### src/rtl/ex_stage_pkg.sv
// Shared types and constants for the MIPS execute stage: bus layouts, funct codes
// for the HI/LO, divide and multiply instructions, and the divider state encoding.
package ex_stage_pkg;

  localparam int unsigned ID_TO_EX_WD  = 159;
  localparam int unsigned EX_TO_MEM_WD = 76;
  localparam int unsigned DIV_CYCLES   = 32;

  localparam logic Stop   = 1'b1;
  localparam logic NoStop = 1'b0;

  localparam logic [5:0] OpSpecial  = 6'h00;
  localparam logic [5:0] FunctMfhi  = 6'h10;
  localparam logic [5:0] FunctMthi  = 6'h11;
  localparam logic [5:0] FunctMflo  = 6'h12;
  localparam logic [5:0] FunctMtlo  = 6'h13;
  localparam logic [5:0] FunctMult  = 6'h18;
  localparam logic [5:0] FunctMultu = 6'h19;
  localparam logic [5:0] FunctDiv   = 6'h1a;
  localparam logic [5:0] FunctDivu  = 6'h1b;

  typedef enum logic [1:0] {
    StIdle = 2'd0,
    StBusy = 2'd1,
    StDone = 2'd2
  } div_state_e;

  typedef struct packed {
    logic [31:0] pc;
    logic [31:0] inst;
    logic [11:0] alu_op;
    logic [2:0]  sel_alu_src1;
    logic [3:0]  sel_alu_src2;
    logic        data_ram_en;
    logic [3:0]  data_ram_wen;
    logic        rf_we;
    logic [4:0]  rf_waddr;
    logic        sel_rf_res;
    logic [31:0] rdata1;
    logic [31:0] rdata2;
  } id_ex_t;

  typedef struct packed {
    logic [31:0] pc;
    logic        data_ram_en;
    logic [3:0]  data_ram_wen;
    logic        sel_rf_res;
    logic        rf_we;
    logic [4:0]  rf_waddr;
    logic [31:0] ex_result;
  } ex_mem_t;

  // Two's-complement negate when en is set.
  function automatic logic [31:0] neg_if(input logic en, input logic [31:0] v);
    return en ? (~v + 32'd1) : v;
  endfunction

endpackage

### src/rtl/ex_stage_if.sv
// Pipeline-side signal bundle of the execute stage: stall vector, decode bus in,
// memory bus out, data-SRAM request, forwarding and stall request.
interface ex_stage_if;
  import ex_stage_pkg::*;

  logic [5:0]              stall;
  logic [ID_TO_EX_WD-1:0]  id_to_ex_bus;
  logic [EX_TO_MEM_WD-1:0] ex_to_mem_bus;
  logic                    data_sram_en;
  logic [3:0]              data_sram_wen;
  logic [31:0]             data_sram_addr;
  logic [31:0]             data_sram_wdata;
  logic                    ex_wreg;
  logic [4:0]              ex_waddr;
  logic [31:0]             ex_wdata;
  logic                    ex_is_load;
  logic                    stallreq_for_ex;

  modport master (
    output stall, id_to_ex_bus,
    input  ex_to_mem_bus, data_sram_en, data_sram_wen, data_sram_addr, data_sram_wdata,
    input  ex_wreg, ex_waddr, ex_wdata, ex_is_load, stallreq_for_ex
  );

  modport slave (
    input  stall, id_to_ex_bus,
    output ex_to_mem_bus, data_sram_en, data_sram_wen, data_sram_addr, data_sram_wdata,
    output ex_wreg, ex_waddr, ex_wdata, ex_is_load, stallreq_for_ex
  );

endinterface

### src/rtl/ex_stage_div_iter.sv
// Iterative restoring divider, one quotient bit per cycle. Signed operation divides
// magnitudes and fixes signs afterwards; divide by zero skips straight to DONE.
module ex_stage_div_iter
  import ex_stage_pkg::*;
#(
  parameter int unsigned DivCycles = DIV_CYCLES
) (
  input  logic        clk,
  input  logic        rst,
  input  logic        start,
  input  logic        signed_op,
  input  logic [31:0] dividend,
  input  logic [31:0] divisor,
  output logic        busy,
  output logic        done,
  output logic [31:0] quotient,
  output logic [31:0] remainder
);

  localparam int unsigned CntW = $clog2(DivCycles);

  div_state_e    state_q, state_d;
  logic [31:0]   rem_q, rem_d;
  logic [31:0]   quo_q, quo_d;
  logic [31:0]   dvs_q, dvs_d;
  logic [CntW-1:0] cnt_q, cnt_d;
  logic          qneg_q, qneg_d;
  logic          rneg_q, rneg_d;
  logic          div_by_zero;
  logic [32:0]   shifted;
  logic [33:0]   diff;

  assign div_by_zero = (divisor == 32'd0);

  // State register
  always_ff @(posedge clk or negedge rst) begin
    if (!rst) begin
      state_q <= StIdle;
    end else begin
      state_q <= state_d;
    end
  end

  // Next state
  always_comb begin
    state_d = state_q;
    case (state_q)
      StIdle: if (start) state_d = div_by_zero ? StDone : StBusy;
      StBusy: if (cnt_q == CntW'(DivCycles - 1)) state_d = StDone;
      StDone: state_d = StIdle;
      default: state_d = StIdle;
    endcase
  end

  // Outputs
  always_comb begin
    busy      = (state_q == StBusy) || ((state_q == StIdle) && start);
    done      = (state_q == StDone);
    quotient  = neg_if(qneg_q, quo_q);
    remainder = neg_if(rneg_q, rem_q);
  end

  // The partial remainder never exceeds 2*divisor-1, so 34 bits hold the borrow.
  assign shifted = {rem_q, quo_q[31]};
  assign diff    = {1'b0, shifted} - {2'b00, dvs_q};

  always_comb begin
    rem_d  = rem_q;
    quo_d  = quo_q;
    dvs_d  = dvs_q;
    cnt_d  = cnt_q;
    qneg_d = qneg_q;
    rneg_d = rneg_q;
    if ((state_q == StIdle) && start) begin
      cnt_d = '0;
      dvs_d = neg_if(signed_op & divisor[31], divisor);
      if (div_by_zero) begin
        quo_d  = '1;
        rem_d  = dividend;
        qneg_d = 1'b0;
        rneg_d = 1'b0;
      end else begin
        quo_d  = neg_if(signed_op & dividend[31], dividend);
        rem_d  = '0;
        qneg_d = signed_op & (dividend[31] ^ divisor[31]);
        rneg_d = signed_op & dividend[31];
      end
    end else if (state_q == StBusy) begin
      rem_d = diff[33] ? shifted[31:0] : diff[31:0];
      quo_d = {quo_q[30:0], ~diff[33]};
      cnt_d = cnt_q + CntW'(1);
    end
  end

  always_ff @(posedge clk or negedge rst) begin
    if (!rst) begin
      rem_q  <= '0;
      quo_q  <= '0;
      dvs_q  <= '0;
      cnt_q  <= '0;
      qneg_q <= 1'b0;
      rneg_q <= 1'b0;
    end else begin
      rem_q  <= rem_d;
      quo_q  <= quo_d;
      dvs_q  <= dvs_d;
      cnt_q  <= cnt_d;
      qneg_q <= qneg_d;
      rneg_q <= rneg_d;
    end
  end

endmodule

### src/rtl/ex_stage.sv
// MIPS execute stage: input register, one-hot ALU, HI/LO registers and iterative divider.
// Define EX_MULT_EN to execute mult/multu in one cycle; otherwise they act as nops.
module ex_stage
  import ex_stage_pkg::*;
(
  input logic       clk,
  input logic       rst,
  ex_stage_if.slave bus
);

  id_ex_t      id_in, id_q, id_d;
  logic        load, bubble;
  logic [5:0]  funct;
  logic        special;
  logic        is_mfhi, is_mflo, is_mthi, is_mtlo, is_div, is_divu, is_mult, is_multu;
  logic [31:0] src1, src2, imm_sext, imm_zext;
  logic [4:0]  shamt;
  logic [31:0] alu_res, ex_result;
  logic [31:0] hi_q, hi_d, lo_q, lo_d;
  logic        div_done_q, div_done_d;
  logic        div_start, div_busy, div_fin;
  logic [31:0] div_quo, div_rem;
  ex_mem_t     ex_mem;

  assign id_in  = id_ex_t'(bus.id_to_ex_bus);
  assign load   = (bus.stall[2] == NoStop);
  assign bubble = (bus.stall[2] == Stop) && (bus.stall[3] == NoStop);

  always_comb begin
    id_d = id_q;
    if (bubble) begin
      id_d = '0;
    end else if (load) begin
      id_d = id_in;
    end
  end

  always_ff @(posedge clk or negedge rst) begin
    if (!rst) begin
      id_q <= '0;
    end else begin
      id_q <= id_d;
    end
  end

  assign special  = (id_q.inst[31:26] == OpSpecial);
  assign funct    = id_q.inst[5:0];
  assign is_mfhi  = special && (funct == FunctMfhi);
  assign is_mflo  = special && (funct == FunctMflo);
  assign is_mthi  = special && (funct == FunctMthi);
  assign is_mtlo  = special && (funct == FunctMtlo);
  assign is_div   = special && (funct == FunctDiv);
  assign is_divu  = special && (funct == FunctDivu);
  assign is_mult  = special && (funct == FunctMult);
  assign is_multu = special && (funct == FunctMultu);

  assign imm_sext = {{16{id_q.inst[15]}}, id_q.inst[15:0]};
  assign imm_zext = {16'h0000, id_q.inst[15:0]};

  // Operand selects are one-hot; an all-zero select yields zero.
  assign src1 = ({32{id_q.sel_alu_src1[0]}} & id_q.rdata1)
              | ({32{id_q.sel_alu_src1[1]}} & id_q.pc)
              | ({32{id_q.sel_alu_src1[2]}} & {27'd0, id_q.inst[10:6]});
  assign src2 = ({32{id_q.sel_alu_src2[0]}} & id_q.rdata2)
              | ({32{id_q.sel_alu_src2[1]}} & imm_sext)
              | ({32{id_q.sel_alu_src2[2]}} & 32'd8)
              | ({32{id_q.sel_alu_src2[3]}} & imm_zext);
  assign shamt = src1[4:0];

  always_comb begin
    alu_res = ({32{id_q.alu_op[11]}} & (src1 + src2))
            | ({32{id_q.alu_op[10]}} & (src1 - src2))
            | ({32{id_q.alu_op[9]}}  & {31'd0, $signed(src1) < $signed(src2)})
            | ({32{id_q.alu_op[8]}}  & {31'd0, src1 < src2})
            | ({32{id_q.alu_op[7]}}  & (src1 & src2))
            | ({32{id_q.alu_op[6]}}  & ~(src1 | src2))
            | ({32{id_q.alu_op[5]}}  & (src1 | src2))
            | ({32{id_q.alu_op[4]}}  & (src1 ^ src2))
            | ({32{id_q.alu_op[3]}}  & (src2 << shamt))
            | ({32{id_q.alu_op[2]}}  & (src2 >> shamt))
            | ({32{id_q.alu_op[1]}}  & 32'($signed(src2) >>> shamt))
            | ({32{id_q.alu_op[0]}}  & {src2[15:0], 16'h0000});
  end

  always_comb begin
    if (is_mfhi) begin
      ex_result = hi_q;
    end else if (is_mflo) begin
      ex_result = lo_q;
    end else begin
      ex_result = alu_res;
    end
  end

  // A div held in EX after completing must not restart until a new instruction loads.
  assign div_start = (is_div || is_divu) && !div_done_q;

  ex_stage_div_iter #(
    .DivCycles (DIV_CYCLES)
  ) u_div_iter (
    .clk       (clk),
    .rst       (rst),
    .start     (div_start),
    .signed_op (is_div),
    .dividend  (id_q.rdata1),
    .divisor   (id_q.rdata2),
    .busy      (div_busy),
    .done      (div_fin),
    .quotient  (div_quo),
    .remainder (div_rem)
  );

  always_comb begin
    div_done_d = div_done_q;
    if (load || bubble) begin
      div_done_d = 1'b0;
    end else if (div_fin) begin
      div_done_d = 1'b1;
    end
  end

`ifdef EX_MULT_EN
  logic [63:0] mul_a, mul_b, product;
  assign mul_a   = is_mult ? {{32{id_q.rdata1[31]}}, id_q.rdata1} : {32'd0, id_q.rdata1};
  assign mul_b   = is_mult ? {{32{id_q.rdata2[31]}}, id_q.rdata2} : {32'd0, id_q.rdata2};
  assign product = mul_a * mul_b;
`else
  logic unused_mult;
  assign unused_mult = is_mult | is_multu;
`endif

  always_comb begin
    hi_d = hi_q;
    lo_d = lo_q;
    if (div_fin) begin
      hi_d = div_rem;
      lo_d = div_quo;
    end else if (load) begin
      if (is_mthi) hi_d = id_q.rdata1;
      if (is_mtlo) lo_d = id_q.rdata1;
`ifdef EX_MULT_EN
      if (is_mult || is_multu) {hi_d, lo_d} = product;
`endif
    end
  end

  always_ff @(posedge clk or negedge rst) begin
    if (!rst) begin
      hi_q       <= '0;
      lo_q       <= '0;
      div_done_q <= 1'b0;
    end else begin
      hi_q       <= hi_d;
      lo_q       <= lo_d;
      div_done_q <= div_done_d;
    end
  end

  always_comb begin
    ex_mem.pc           = id_q.pc;
    ex_mem.data_ram_en  = id_q.data_ram_en;
    ex_mem.data_ram_wen = id_q.data_ram_wen;
    ex_mem.sel_rf_res   = id_q.sel_rf_res;
    ex_mem.rf_we        = id_q.rf_we;
    ex_mem.rf_waddr     = id_q.rf_waddr;
    ex_mem.ex_result    = ex_result;
  end

  assign bus.ex_to_mem_bus   = ex_mem;
  assign bus.data_sram_en    = id_q.data_ram_en;
  assign bus.data_sram_wen   = id_q.data_ram_wen;
  assign bus.data_sram_addr  = alu_res;
  assign bus.data_sram_wdata = id_q.rdata2;
  assign bus.ex_wreg         = id_q.rf_we;
  assign bus.ex_waddr        = id_q.rf_waddr;
  assign bus.ex_wdata        = ex_result;
  assign bus.ex_is_load      = id_q.data_ram_en & id_q.sel_rf_res;
  assign bus.stallreq_for_ex = div_busy;

  logic unused_bits;
  assign unused_bits = ^{bus.stall[5:4], bus.stall[1:0], id_q.inst[25:16]};

endmodule
### src/flat_wrapper.sv
// flat-port wrapper written by rule: the top's interface ports become plain ports
module ex_stage_flat import ex_stage_pkg::*;
  (clk, rst, bus_stall, bus_id_to_ex_bus, bus_ex_to_mem_bus, bus_data_sram_en, bus_data_sram_wen, bus_data_sram_addr, bus_data_sram_wdata, bus_ex_wreg, bus_ex_waddr, bus_ex_wdata, bus_ex_is_load, bus_stallreq_for_ex);
  ex_stage_if bus_i ();
  input logic clk;
  input logic rst;
  input wire logic [$bits(bus_i.stall)-1:0] bus_stall;
  input wire logic [$bits(bus_i.id_to_ex_bus)-1:0] bus_id_to_ex_bus;
  output wire logic [$bits(bus_i.ex_to_mem_bus)-1:0] bus_ex_to_mem_bus;
  output wire logic [$bits(bus_i.data_sram_en)-1:0] bus_data_sram_en;
  output wire logic [$bits(bus_i.data_sram_wen)-1:0] bus_data_sram_wen;
  output wire logic [$bits(bus_i.data_sram_addr)-1:0] bus_data_sram_addr;
  output wire logic [$bits(bus_i.data_sram_wdata)-1:0] bus_data_sram_wdata;
  output wire logic [$bits(bus_i.ex_wreg)-1:0] bus_ex_wreg;
  output wire logic [$bits(bus_i.ex_waddr)-1:0] bus_ex_waddr;
  output wire logic [$bits(bus_i.ex_wdata)-1:0] bus_ex_wdata;
  output wire logic [$bits(bus_i.ex_is_load)-1:0] bus_ex_is_load;
  output wire logic [$bits(bus_i.stallreq_for_ex)-1:0] bus_stallreq_for_ex;
  assign bus_i.stall = bus_stall;
  assign bus_i.id_to_ex_bus = bus_id_to_ex_bus;
  assign bus_ex_to_mem_bus = bus_i.ex_to_mem_bus;
  assign bus_data_sram_en = bus_i.data_sram_en;
  assign bus_data_sram_wen = bus_i.data_sram_wen;
  assign bus_data_sram_addr = bus_i.data_sram_addr;
  assign bus_data_sram_wdata = bus_i.data_sram_wdata;
  assign bus_ex_wreg = bus_i.ex_wreg;
  assign bus_ex_waddr = bus_i.ex_waddr;
  assign bus_ex_wdata = bus_i.ex_wdata;
  assign bus_ex_is_load = bus_i.ex_is_load;
  assign bus_stallreq_for_ex = bus_i.stallreq_for_ex;
  ex_stage u_core (.clk(clk), .rst(rst), .bus(bus_i));
endmodule
### config.mk
export PLATFORM = sky130hd
export DESIGN_NAME = ex_stage_flat
export DESIGN_NICKNAME = d
export VERILOG_FILES = /design/src/rtl/ex_stage_pkg.sv /design/src/rtl/ex_stage_if.sv /design/src/rtl/ex_stage_div_iter.sv /design/src/rtl/ex_stage.sv /design/src/flat_wrapper.sv
export SDC_FILE = /design/constraint.sdc
export NUM_CORES = 2
export LEC_CHECK = 0
export BUFFER_PORTS_ARGS = -buffer_cell sky130_fd_sc_hd__buf_2
export CORE_ASPECT_RATIO = 0.5
export CORE_UTILIZATION = 55
export DETAILED_ROUTE_END_ITERATION = 6
export MAX_ROUTING_LAYER = met4
export PLACE_DENSITY = 0.76
export SLEW_MARGIN = 20
export SYNTH_ARGS = -nofsm -noshare
export SYNTH_HDL_FRONTEND = slang
export SYNTH_SLANG_ARGS = --single-unit
### constraint.sdc
create_clock -name clk -period 16 [get_ports clk]
set_input_delay 2.4 -clock clk [delete_from_list [all_inputs] [get_ports clk]]
set_output_delay 2.4 -clock clk [all_outputs]
set_load 0.05 [all_outputs]
==> results.md <==
- Run status: complete, but fails checks
- Violated checks: DRC
- Post-route clock period utilization: a little under three fifths
- Number of distinct library cell variants in the gate-level netlist after synthesis: between 100 and 150
- Top cells by count, synth: 524 x nand2_1, 432 x o21ai_0, 319 x dfrtp_1, 299 x inv_1, 273 x a21oi_1
- Mean routed wirelength per cell: 29.2 um
- Max stage delay cell, worst path: dfrtp_1
- Start point of the critical path: u_core.id_q[77]$_DFFE_PN0N_
- Post-layout net count: between 4000 and 5000
- Critical path endpoint category: output pin
- RSZ-0062 raised after global routing: false
- TritonCTS clock tree: built
- Area contributors post-synth: dfrtp_1 27%, o21ai_0 7.4%, nand2_1 6.7%
- HPWL after detailed placement: a little over 100 mm
- Final Instance Area: 31600 um^2
- Setup CP Type: flop to output pin
- Startpoint class of the critical path: flop
- Worst r2r path cells: 12
- Crit path required time: between 10 and 15 ns
- Die W: approximately 330 um
- Overall overflow remaining after global route: 0
- VDD IR max: 0.000173 V
- Pin slew with the least headroom to its limit: about 1.2 ns
- Number of pins with negative max-slew slack in the final report: 0
- Fraction of final layout cells with drive strength greater than 1: a little over an eighth
- Crit-path max FO: 20
- Vias per std cell: between 6 and 7
- Min Tclk post-route: between 9 and 10 ns
- WP data arrival: 6.63 ns
- Number of buffers created by CTS: 31
- PD cells: roughly 140 nW/um^2
- Dominant cell by count in the synthesized netlist: nand2_1
- Area fraction in compound gates after synthesis: ~27%
- Pleak: about 14 nW
- Core region area: between 50000 and 60000 um^2
- Number of nets in the synthesized netlist: between 4000 and 5000
- Number of core rows: 59
- Longest Clk Path Bufs: 3
- CP max stage delay: 0.81 ns
- DP Area: around 30000 um^2
- Die outline height: 165 um
- Total length of routed wires: between 100 and 150 mm
- Detailed-routing iteration count for the pre-antenna-repair pass: 7
- Simple-gate share of the synthesized area: 17.9%
- Effective utilization at floorplan: between 50% and 60%
- Layout overhead on the synthesized area: 7.59%
- Total setup buffers inserted after CTS: 0
- Max-cap check violation count: 0
- Min-Delay Path Class: flop to flop
- Via count of the first global-routing pass: ~29000
- Crit path top cell by count: a21oi_1
- Ordered list of cells on the worst path: or2_1 -> a22o_1 -> ha_1 -> fa_1 -> o21bai_1 -> a21oi_1 -> o21ai_0 -> a221oi_2 -> o21a_1 -> o31a_1 -> o31ai_1 -> buf_4 -> xnor2_1 -> a21oi_1 -> a21oi_1 -> buf_2
- Synth Cell Area: 29400 um^2
- Post-synthesis cell type with the largest combined area: dfrtp_1
- Clk_lat worst skew: 0.62 ns
- Initial drt markers: between 5000 and 6000
- End point of the critical path: bus_ex_wdata[24]
- Xor-xnor portion of the synthesized cell area: just under 5%
- Seq/Total Area, Yosys: between 20 and 30%
- Adder and majority gate portion of the synthesized area: between 5 and 6%
- Combinational family with the most area after synthesis: compound AO/OA/AOI/OAI gates
- Count of cells resized by post-cts repair: 0
- Drt drc: 16
- Global placement routability congestion: between 1 and 1.5
- Summed negative setup slack over all endpoints: 0 ns
- Number of flip-flops and latches in the synthesized netlist: approximately 320
- Minimum setup slack among reg-to-reg paths: around 12 ns
- EDFF count, synth: 0
- Total via count in the routed design: ~32000
- Fmax: between 0.1 and 0.15 GHz
- Total I/O pin count: around 350
- H-tree depth reported by CTS: 1
- Top-area cell type share of the netlist area: a little over a quarter
- Total count of hold-check failures in the final report: 0
- IO buf count: 337
- Total GRT Usage: 49.9%
- Pin count of the biggest net entering global routing: ~150
- Leading register cell type out of synthesis: dfrtp_1
- Async S/R FF share, synth: between 90% and 100%
- Master cell of the clock root buffer: clkbuf_16
- Antenna violations before repair: 7
- Hold-fix buffers, CTS: 0
- Clock Skews: about 0.012 ns
- Floorplan die area: about 54000 um^2
- Power, Total: 4.36 mW
- Launch instance of the worst register-to-register path: u_core.u_div_iter.quo_q[31]$_DFFE_PN0P_
- Proportion of synthesized area in mux cells: around 6.4%
- R2R Path End: u_core.u_div_iter.quo_q[0]$_DFFE_PN0P_
- Final setup vio count: 0
- Warning count from the yosys run: 0
- Clock transition at path regs: 0.07 ns
- First-pass GRT wire length: just under 200 mm
- Clock net sink count: 319
- Rel. slew slack: ~17%
- Antenna-violating nets left: 0
- Syn Inst Count: 3938
- Post-Syn Area per Cell: 7.46 um^2
flip-flops by register name (all words and copies together) (netlist names):
signal / cells
u_core.bus.ex_waddr: 5
u_core.bus.data_sram_wen: 4
u_core.funct: 6
u_core.bus.ex_to_mem_bus: 33
u_core.u_div_iter.state_q: 2
u_core.bus.data_sram_wdata: 32
u_core.lo_q: 32
u_core.u_div_iter.rneg_q: 1
u_core.u_div_iter.cnt_q: 5
u_core.id_q: 67
u_core.bus.ex_wreg: 1
u_core.u_div_iter.quo_q: 32
u_core.hi_q: 32
u_core.u_div_iter.rem_q: 32
u_core.div_done_q: 1
u_core.u_div_iter.qneg_q: 1
u_core.bus.data_sram_en: 1
u_core.u_div_iter.dvs_q: 32
routing by layer:
layer  vias to the layer above  wire (um)  global-route usage (%)
li1                      13800          -                       -
met1                     15500      52700                    64.2
met2                      2434      55800                    68.1
met3                       441      22400                    20.5
met4                         0       6730                    21.9
met5                         -          0                       -
power by group:
part           total (mW)  internal, mW  switching, mW
clock               0.799         0.448          0.351
combinational        2.34         0.730           1.61
sequential           1.22         0.961          0.262
total                4.36          2.14           2.22
worst min path at each step:
stage / from / depth (start not counted) / slack [ns] / endpoint
detailed placement: u_core.u_div_iter.dvs_q[23]$_DFFE_PN0P_ / 2 / 0.47 / u_core.u_div_iter.dvs_q[23]$_DFFE_PN0P_
floorplan: u_core.id_q[107]$_DFFE_PN0N_ / 2 / 0.44 / u_core.id_q[107]$_DFFE_PN0N_
finish: u_core.id_q[109]$_DFFE_PN0N_ / 2 / 0.48 / u_core.id_q[109]$_DFFE_PN0N_
CTS: u_core.id_q[109]$_DFFE_PN0N_ / 2 / 0.49 / u_core.id_q[109]$_DFFE_PN0N_
global placement: u_core.id_q[109]$_DFFE_PN0N_ / 2 / 0.46 / u_core.id_q[109]$_DFFE_PN0N_
global route: u_core.u_div_iter.dvs_q[7]$_DFFE_PN0P_ / 2 / 0.51 / u_core.u_div_iter.dvs_q[7]$_DFFE_PN0P_
area by class of cell:
| type | instances | area [um^2] |
|---|---|---|
| Fill cell | 4644 | 20700 |
| Multi-Input combinational cell | 2916 | 18200 |
| Sequential cell | 319 | 7980 |
| Timing Repair Buffer | 409 | 2250 |
| Inverter | 302 | 1130 |
| Clock buffer | 44 | 915 |
| Tap cell | 701 | 877 |
| Clock inverter | 13 | 169 |
| Antenna cell | 9 | 22.5 |
through the flow:
| step | std cells | setup WS, ns | hold WS (ns) | utilization [%] |
|---|---|---|---|---|
| after detailed placement | 4647 | 8.01 | 0.473 | 58.2 |
| after floorplan | 3938 | 7.47 | 0.444 | - |
| after global routing | 4711 | 6.97 | 0.511 | 60.3 |
| after global placement | 4647 | 8.05 | 0.461 | 58.2 |
| after CTS | 4704 | 7.34 | 0.488 | 60.3 |
| final | 4713 | 6.97 | 0.480 | 60.4 |
cell usage in the layout, fill, tap and decap left out, types with 48 or more instances in the layout:
| cell type | n |
|---|---|
| nand2_1 | 523 |
| ha_1 | 133 |
| o21ai_0 | 431 |
| a22oi_1 | 49 |
| mux2i_1 | 154 |
| nor3_1 | 74 |
| nand3_1 | 95 |
| buf_4 | 72 |
| xnor2_1 | 121 |
| o21ai_1 | 48 |
| buf_2 | 335 |
| a21oi_1 | 273 |
| inv_1 | 298 |
| nor2_1 | 271 |
| dfrtp_1 | 318 |
| a211oi_1 | 48 |
cells by family after synthesis:
kind of cell             after synthesis
AO/OA/AOI/OAI                       1255
AND/OR/NAND/NOR                     1176
buffers and inverters                703
flip-flops                           319
multiplexers                         185
XOR/XNOR                             164
adder cells (fa/ha/maj)              136
worst max-delay path: cells and delay by family, from the launching register on:
kind	cells	cell delay, ns
xor gates and xnor gates	1	0.13
buffers and inverters	2	0.61
DFF	1	0.81
adders and majority gates	2	0.64
and+or+nand+nor	1	0.47
AOI/OAI and AO/OA	10	3.31
Power figures use the tool's default switching activity.
